### src/rtl/uart_tx_mmio.sv
`default_nettype none
// ============================================================================
// uart_tx_mmio : memory-mapped 8N1 UART transmitter with a TX FIFO
// Rev 1.0
// ============================================================================
module uart_tx_mmio #(
  parameter int FIFO_DEPTH  = 16,
  parameter int DEFAULT_DIV = 234
) (
  input  logic        clk,
  input  logic        resetn,
  input  logic [3:0]  addr,
  input  logic        ren,
  input  logic        wen,
  input  logic [31:0] wdata,
  output logic [31:0] rdata,
  output logic        tx,
  output logic        irq_empty
);

  localparam int         PW       = $clog2(FIFO_DEPTH);
  localparam int         CW       = PW + 1;
  localparam logic [1:0] A_DATA   = 2'd0;
  localparam logic [1:0] A_STATUS = 2'd1;
  localparam logic [1:0] A_DIV    = 2'd2;

  typedef enum logic [1:0] {
    S_IDLE  = 2'd0,
    S_START = 2'd1,
    S_DATA  = 2'd2,
    S_STOP  = 2'd3
  } state_t;

  state_t        state_q;
  logic [7:0]    mem_q [FIFO_DEPTH];
  logic [PW-1:0] wr_ptr_q;
  logic [PW-1:0] rd_ptr_q;
  logic [CW-1:0] count_q;
  logic [CW-1:0] count_d;
  logic          ovf_q;
  logic [15:0]   div_q;
  logic [15:0]   frame_div_q;
  logic [15:0]   bit_cnt_q;
  logic [2:0]    bit_idx_q;
  logic [7:0]    shift_q;
  logic          tx_q;
  logic          irq_q;

  logic w_full;
  logic w_empty;
  logic w_busy;
  logic w_push_req;
  logic w_push;
  logic w_pop;
  logic w_ovf_hit;
  logic w_stat_rd;
  logic w_div_wr;
  logic w_unused;

  assign w_full     = (count_q == CW'(FIFO_DEPTH));
  assign w_empty    = (count_q == '0);
  assign w_busy     = (state_q != S_IDLE);
  assign w_push_req = wen && (addr[3:2] == A_DATA);
  assign w_push     = w_push_req && !w_full;
  // A push against a full FIFO is dropped even if a pop frees a slot on the same edge.
  assign w_ovf_hit  = w_push_req && w_full;
  assign w_pop      = (state_q == S_IDLE) && !w_empty;
  assign w_stat_rd  = ren && (addr[3:2] == A_STATUS);
  assign w_div_wr   = wen && (addr[3:2] == A_DIV);
  assign count_d    = count_q + CW'(w_push) - CW'(w_pop);
  assign w_unused   = ^{addr[1:0], wdata[31:16]};

  assign tx        = tx_q;
  assign irq_empty = irq_q;

  always_comb begin
    rdata = '0;
    case (addr[3:2])
      A_STATUS: begin
        rdata[0]       = w_full;
        rdata[1]       = w_empty;
        rdata[2]       = w_busy;
        rdata[3]       = ovf_q;
        rdata[4 +: CW] = count_q;
      end
      A_DIV:   rdata[15:0] = div_q;
      default: rdata = '0;
    endcase
  end

  always_ff @(posedge clk) begin
    if (w_push) begin
      mem_q[wr_ptr_q] <= wdata[7:0];
    end
  end

  always_ff @(posedge clk or negedge resetn) begin
    if (!resetn) begin
      wr_ptr_q <= '0;
      rd_ptr_q <= '0;
      count_q  <= '0;
      ovf_q    <= 1'b0;
      div_q    <= 16'(DEFAULT_DIV);
    end else begin
      if (w_push) begin
        wr_ptr_q <= wr_ptr_q + PW'(1);
      end
      if (w_pop) begin
        rd_ptr_q <= rd_ptr_q + PW'(1);
      end
      count_q <= count_d;
      if (w_ovf_hit) begin
        ovf_q <= 1'b1;
      end else if (w_stat_rd) begin
        ovf_q <= 1'b0;
      end
      if (w_div_wr) begin
        div_q <= (wdata[15:0] == 16'd0) ? 16'd1 : wdata[15:0];
      end
    end
  end

  // Divisor is sampled into frame_div_q at frame start so DIV writes only affect later frames.
  always_ff @(posedge clk or negedge resetn) begin
    if (!resetn) begin
      state_q     <= S_IDLE;
      tx_q        <= 1'b1;
      irq_q       <= 1'b1;
      bit_cnt_q   <= '0;
      bit_idx_q   <= '0;
      shift_q     <= '0;
      frame_div_q <= 16'(DEFAULT_DIV);
    end else begin
      case (state_q)
        S_IDLE: begin
          if (w_pop) begin
            shift_q     <= mem_q[rd_ptr_q];
            frame_div_q <= div_q;
            bit_cnt_q   <= div_q - 16'd1;
            tx_q        <= 1'b0;
            irq_q       <= 1'b0;
            state_q     <= S_START;
          end else begin
            irq_q <= (count_d == '0);
          end
        end
        S_START: begin
          if (bit_cnt_q == 16'd0) begin
            bit_cnt_q <= frame_div_q - 16'd1;
            bit_idx_q <= 3'd0;
            tx_q      <= shift_q[0];
            shift_q   <= shift_q >> 1;
            state_q   <= S_DATA;
          end else begin
            bit_cnt_q <= bit_cnt_q - 16'd1;
          end
        end
        S_DATA: begin
          if (bit_cnt_q == 16'd0) begin
            bit_cnt_q <= frame_div_q - 16'd1;
            if (bit_idx_q == 3'd7) begin
              tx_q    <= 1'b1;
              state_q <= S_STOP;
            end else begin
              bit_idx_q <= bit_idx_q + 3'd1;
              tx_q      <= shift_q[0];
              shift_q   <= shift_q >> 1;
            end
          end else begin
            bit_cnt_q <= bit_cnt_q - 16'd1;
          end
        end
        S_STOP: begin
          if (bit_cnt_q == 16'd0) begin
            irq_q   <= (count_d == '0);
            state_q <= S_IDLE;
          end else begin
            bit_cnt_q <= bit_cnt_q - 16'd1;
          end
        end
        default: state_q <= S_IDLE;
      endcase
    end
  end

endmodule
`default_nettype wire

### config.mk
export PLATFORM = sky130hd
export DESIGN_NAME = uart_tx_mmio
export DESIGN_NICKNAME = d
export VERILOG_FILES = /design/src/rtl/uart_tx_mmio.sv
export SDC_FILE = /design/constraint.sdc
export NUM_CORES = 1
export LEC_CHECK = 0
export ABC_AREA = 1
export CELL_PAD_IN_SITES_DETAIL_PLACEMENT = 0
export CELL_PAD_IN_SITES_GLOBAL_PLACEMENT = 1
export CORE_ASPECT_RATIO = 0.8
export CORE_UTILIZATION = 49
export DETAILED_ROUTE_END_ITERATION = 10
export MAX_ROUTING_LAYER = met4
export PLACE_DENSITY_LB_ADDON = 0.25
export SLEW_MARGIN = 20
export SYNTH_ARGS = -nofsm -noshare
export SYNTH_HDL_FRONTEND = slang
export SYNTH_SLANG_ARGS = --single-unit
### constraint.sdc
create_clock -name clk -period 7.45 [get_ports clk]
set_input_delay 1.49 -clock clk [delete_from_list [all_inputs] [get_ports clk]]
set_output_delay 1.49 -clock clk [all_outputs]
set_load 0.05 [all_outputs]
==> reports/qor.yml <==
postLayoutCellArea_um2: 11600
clock_latency_ps: 510
fill_cells: 1865
synth_area_leaders: "edfxtp_1 37%, dfrtp_1 16%, nand2_1 8.8%"
numCtsBuffers: 22
num-nets-final: 1233
share_comb_of_total_power: 0.418
grt_setup_unrepaired: "false"
cts_setup_buffers: 0
p_sw_w: 0.00197
layout_setup_ws_ps: 2070
synth-seq-cells: 205
io_pins: 74
syn_area_per_cell_um2: 9.10
portBuffers: 39
crit_fanout: 27
clockBufferDepth: 3
vias: 7885
p_int_w: 0.00264
final_common_cell: "nand2_1"
area_growth_pct: 11.5
clock_skew_ps: 19.6
vias_per_cell: 5.43
drv_slew: 0
ctsResizeCount: 0
synthCells: 1144
postPlaceCellArea_um2: 10900
fmax_ghz: 0.186
synth_edf_count: 128
setup_tns_ps: 0
yosysWarnings: 0
gr-total-overflow: 0
power.total_w: 0.00461
outcome: "finished, final reports clean"
grt_pass1_wl_um: 41200
syn_area_um2: 10400
dieArea_um2: 21800
post-route-period-util: 0.723
whs_ps: 481
hpwl_um: 17600
maxCapViolations: 0
drive_above_1_share: 0.0583
hold_path_class: "reg2reg"
initial_core_util: 0.502
gp_congestion: 0.884
coreArea_um2: 20800
track_usage: 0.257
cts_tree: "built"
hold_buffers: 0
antenna_found_initial: 0
worst_pin_slew_ps: 880
cts-root-buf: "clkbuf_16"
dr.pass1.iters: 5
fin_crit_ps: 5380
post_drt_wl_per_cell_um: 18.2
critPathRequiredTime_ps: 5960
die-width_um: 165
die_h_um: 132
synth_top_area_frac: 0.369
vdd_ir_drop_max_v: 0.000231
dp_slack_ps: 2050
endpoint_kind: "output pin"
diodes: 0
drt-initial-drc-count: 762
route.detailed.drc: 0
clock_power_share: 0.229
yosysSeqAreaShare: 0.556
crit_arrival_ps: 3890
critPathKind: "in2out"
synth_flop_cell: "edfxtp_1"
power.leakage_nw: 4.67
grt_max_degree: 71
cts_max_level: 1
cp-start-kind: "primary input"
layout_common_cells: "244 x nand2_1, 172 x nor2_1, 128 x edfxtp_1"
synth_cell_types: 42
slew_headroom: 0.412
async_flop_share: 0.376
wl_um: 26400
grt_pass1_vias: 7090
cts_sinks: 205
p_sw_frac: 0.427
cellPowerDensity_nw_per_um2: 398
yosysTopAreaCell: "edfxtp_1"
postRouteAntennaNets: 0
fp-row-count: 47
hold_viol: 0
cts.reportedPaths.clkPinSlew_ps: 60
finalSetupViolCount: 0
p_seq_frac: 0.353
-- cell families after synthesis --
group                    synth area share
buffers and inverters              0.0672
XOR/XNOR                           0.0244
AO/OA/AOI/OAI                       0.114
multiplexers                      0.00108
AND/OR/NAND/NOR                     0.206
flip-flops                          0.556
other                            0.000360
adder cells (fa/ha/maj)            0.0320
-- power by group through the flow --
stage	Clock (W)	Sequential [W]	Combinational, W
floorplan	0	0.00159	0.00142
finish	0.00106	0.00163	0.00193
CTS	0.00107	0.00162	0.00192
global route	0.00112	0.00165	0.00217
global placement	0	0.00164	0.00188
detailed placement	0	0.00164	0.00191
-- sequential cells by signal, indices dropped and copies added (netlist names) --
name / flops
mem_q: 128
bit_cnt_q: 16
div_q: 16
frame_div_q: 16
shift_q: 8
count_q: 5
rd_ptr_q: 4
wr_ptr_q: 4
bit_idx_q: 3
state_q: 2
irq_empty: 1
ovf_q: 1
tx: 1
-- critical path: stages --
cell	delay (ps)
clkdlybuf4s50_1	430
inv_1	90
ha_1	720
nand2_1	130
a21oi_1	190
clkdlybuf4s50_1	850
-- area by class of cell --
cell class,instances,area [um2],share of cell area
Sequential cell,205,5790,0.499
Multi-Input combinational cell,793,3980,0.343
Clock buffer,30,581,0.0500
Timing Repair Buffer,44,425,0.0367
Inverter,101,380,0.0328
Tap cell,269,337,0.0290
Clock inverter,10,113,0.00970
-- synthesized netlist by cell type (3+ instances only) --
| master | instances |
|---|---|
| a21oi_1 | 34 |
| buf_2 | 10 |
| buf_4 | 16 |
| buf_6 | 3 |
| clkbuf_1 | 30 |
| clkinv_1 | 5 |
| dfrtp_1 | 65 |
| dfstp_2 | 12 |
| edfxtp_1 | 128 |
| ha_1 | 25 |
| inv_1 | 92 |
| inv_2 | 4 |
| nand2_1 | 244 |
| nand2_2 | 3 |
| nand3_1 | 64 |
| nand3b_1 | 4 |
| nand4_1 | 11 |
| nor2_1 | 172 |
| nor2_2 | 3 |
| nor3_1 | 6 |
| nor4_1 | 4 |
| o211ai_1 | 30 |
| o21ai_0 | 116 |
| o221ai_1 | 10 |
| o22ai_1 | 4 |
| xnor2_1 | 6 |
| xor2_1 | 23 |
-- path summary, 6_finish.rpt --
| kind | start | slack (ps) | cells past startpoint | endpoint |
|---|---|---|---|---|
| worst max register to register | count_q[3]$_DFF_PN0_ | 3100 | 16 | irq_empty$_DFFE_PN1P_ |
| max in group asynchronous | resetn | 5490 | 2 | rd_ptr_q[0]$_DFFE_PN0P_ |
| worst min register to register | shift_q[0]$_DFFE_PN0P_ | 480 | 2 | shift_q[0]$_DFFE_PN0P_ |
| worst min-delay path | shift_q[0]$_DFFE_PN0P_ | 480 | 2 | shift_q[0]$_DFFE_PN0P_ |
| min in group asynchronous | resetn | 930 | 1 | frame_div_q[14]$_DFFE_PN0P_ |
| worst max-delay path | addr[2] | 2070 | 6 | rdata[2] |
-- metrics by stage --
| stage | std cells | utilization |
|---|---|---|
| 6_report | 1452 | 0.559 |
| 5_1_grt | 1452 | 0.559 |
| 4_1_cts | 1452 | 0.559 |
| 3_5_place_dp | 1412 | 0.526 |
| 3_3_place_gp | 1412 | 0.526 |
| 2_1_floorplan | 1159 | - |
-- routing by layer --
layer  global-route usage  wire length, um
met1                0.433            13600
met2                0.322            10500
met3               0.0359             1960
met4               0.0438              340
met5                    -                0
Note: power is estimated with default switching activity, not from simulation.
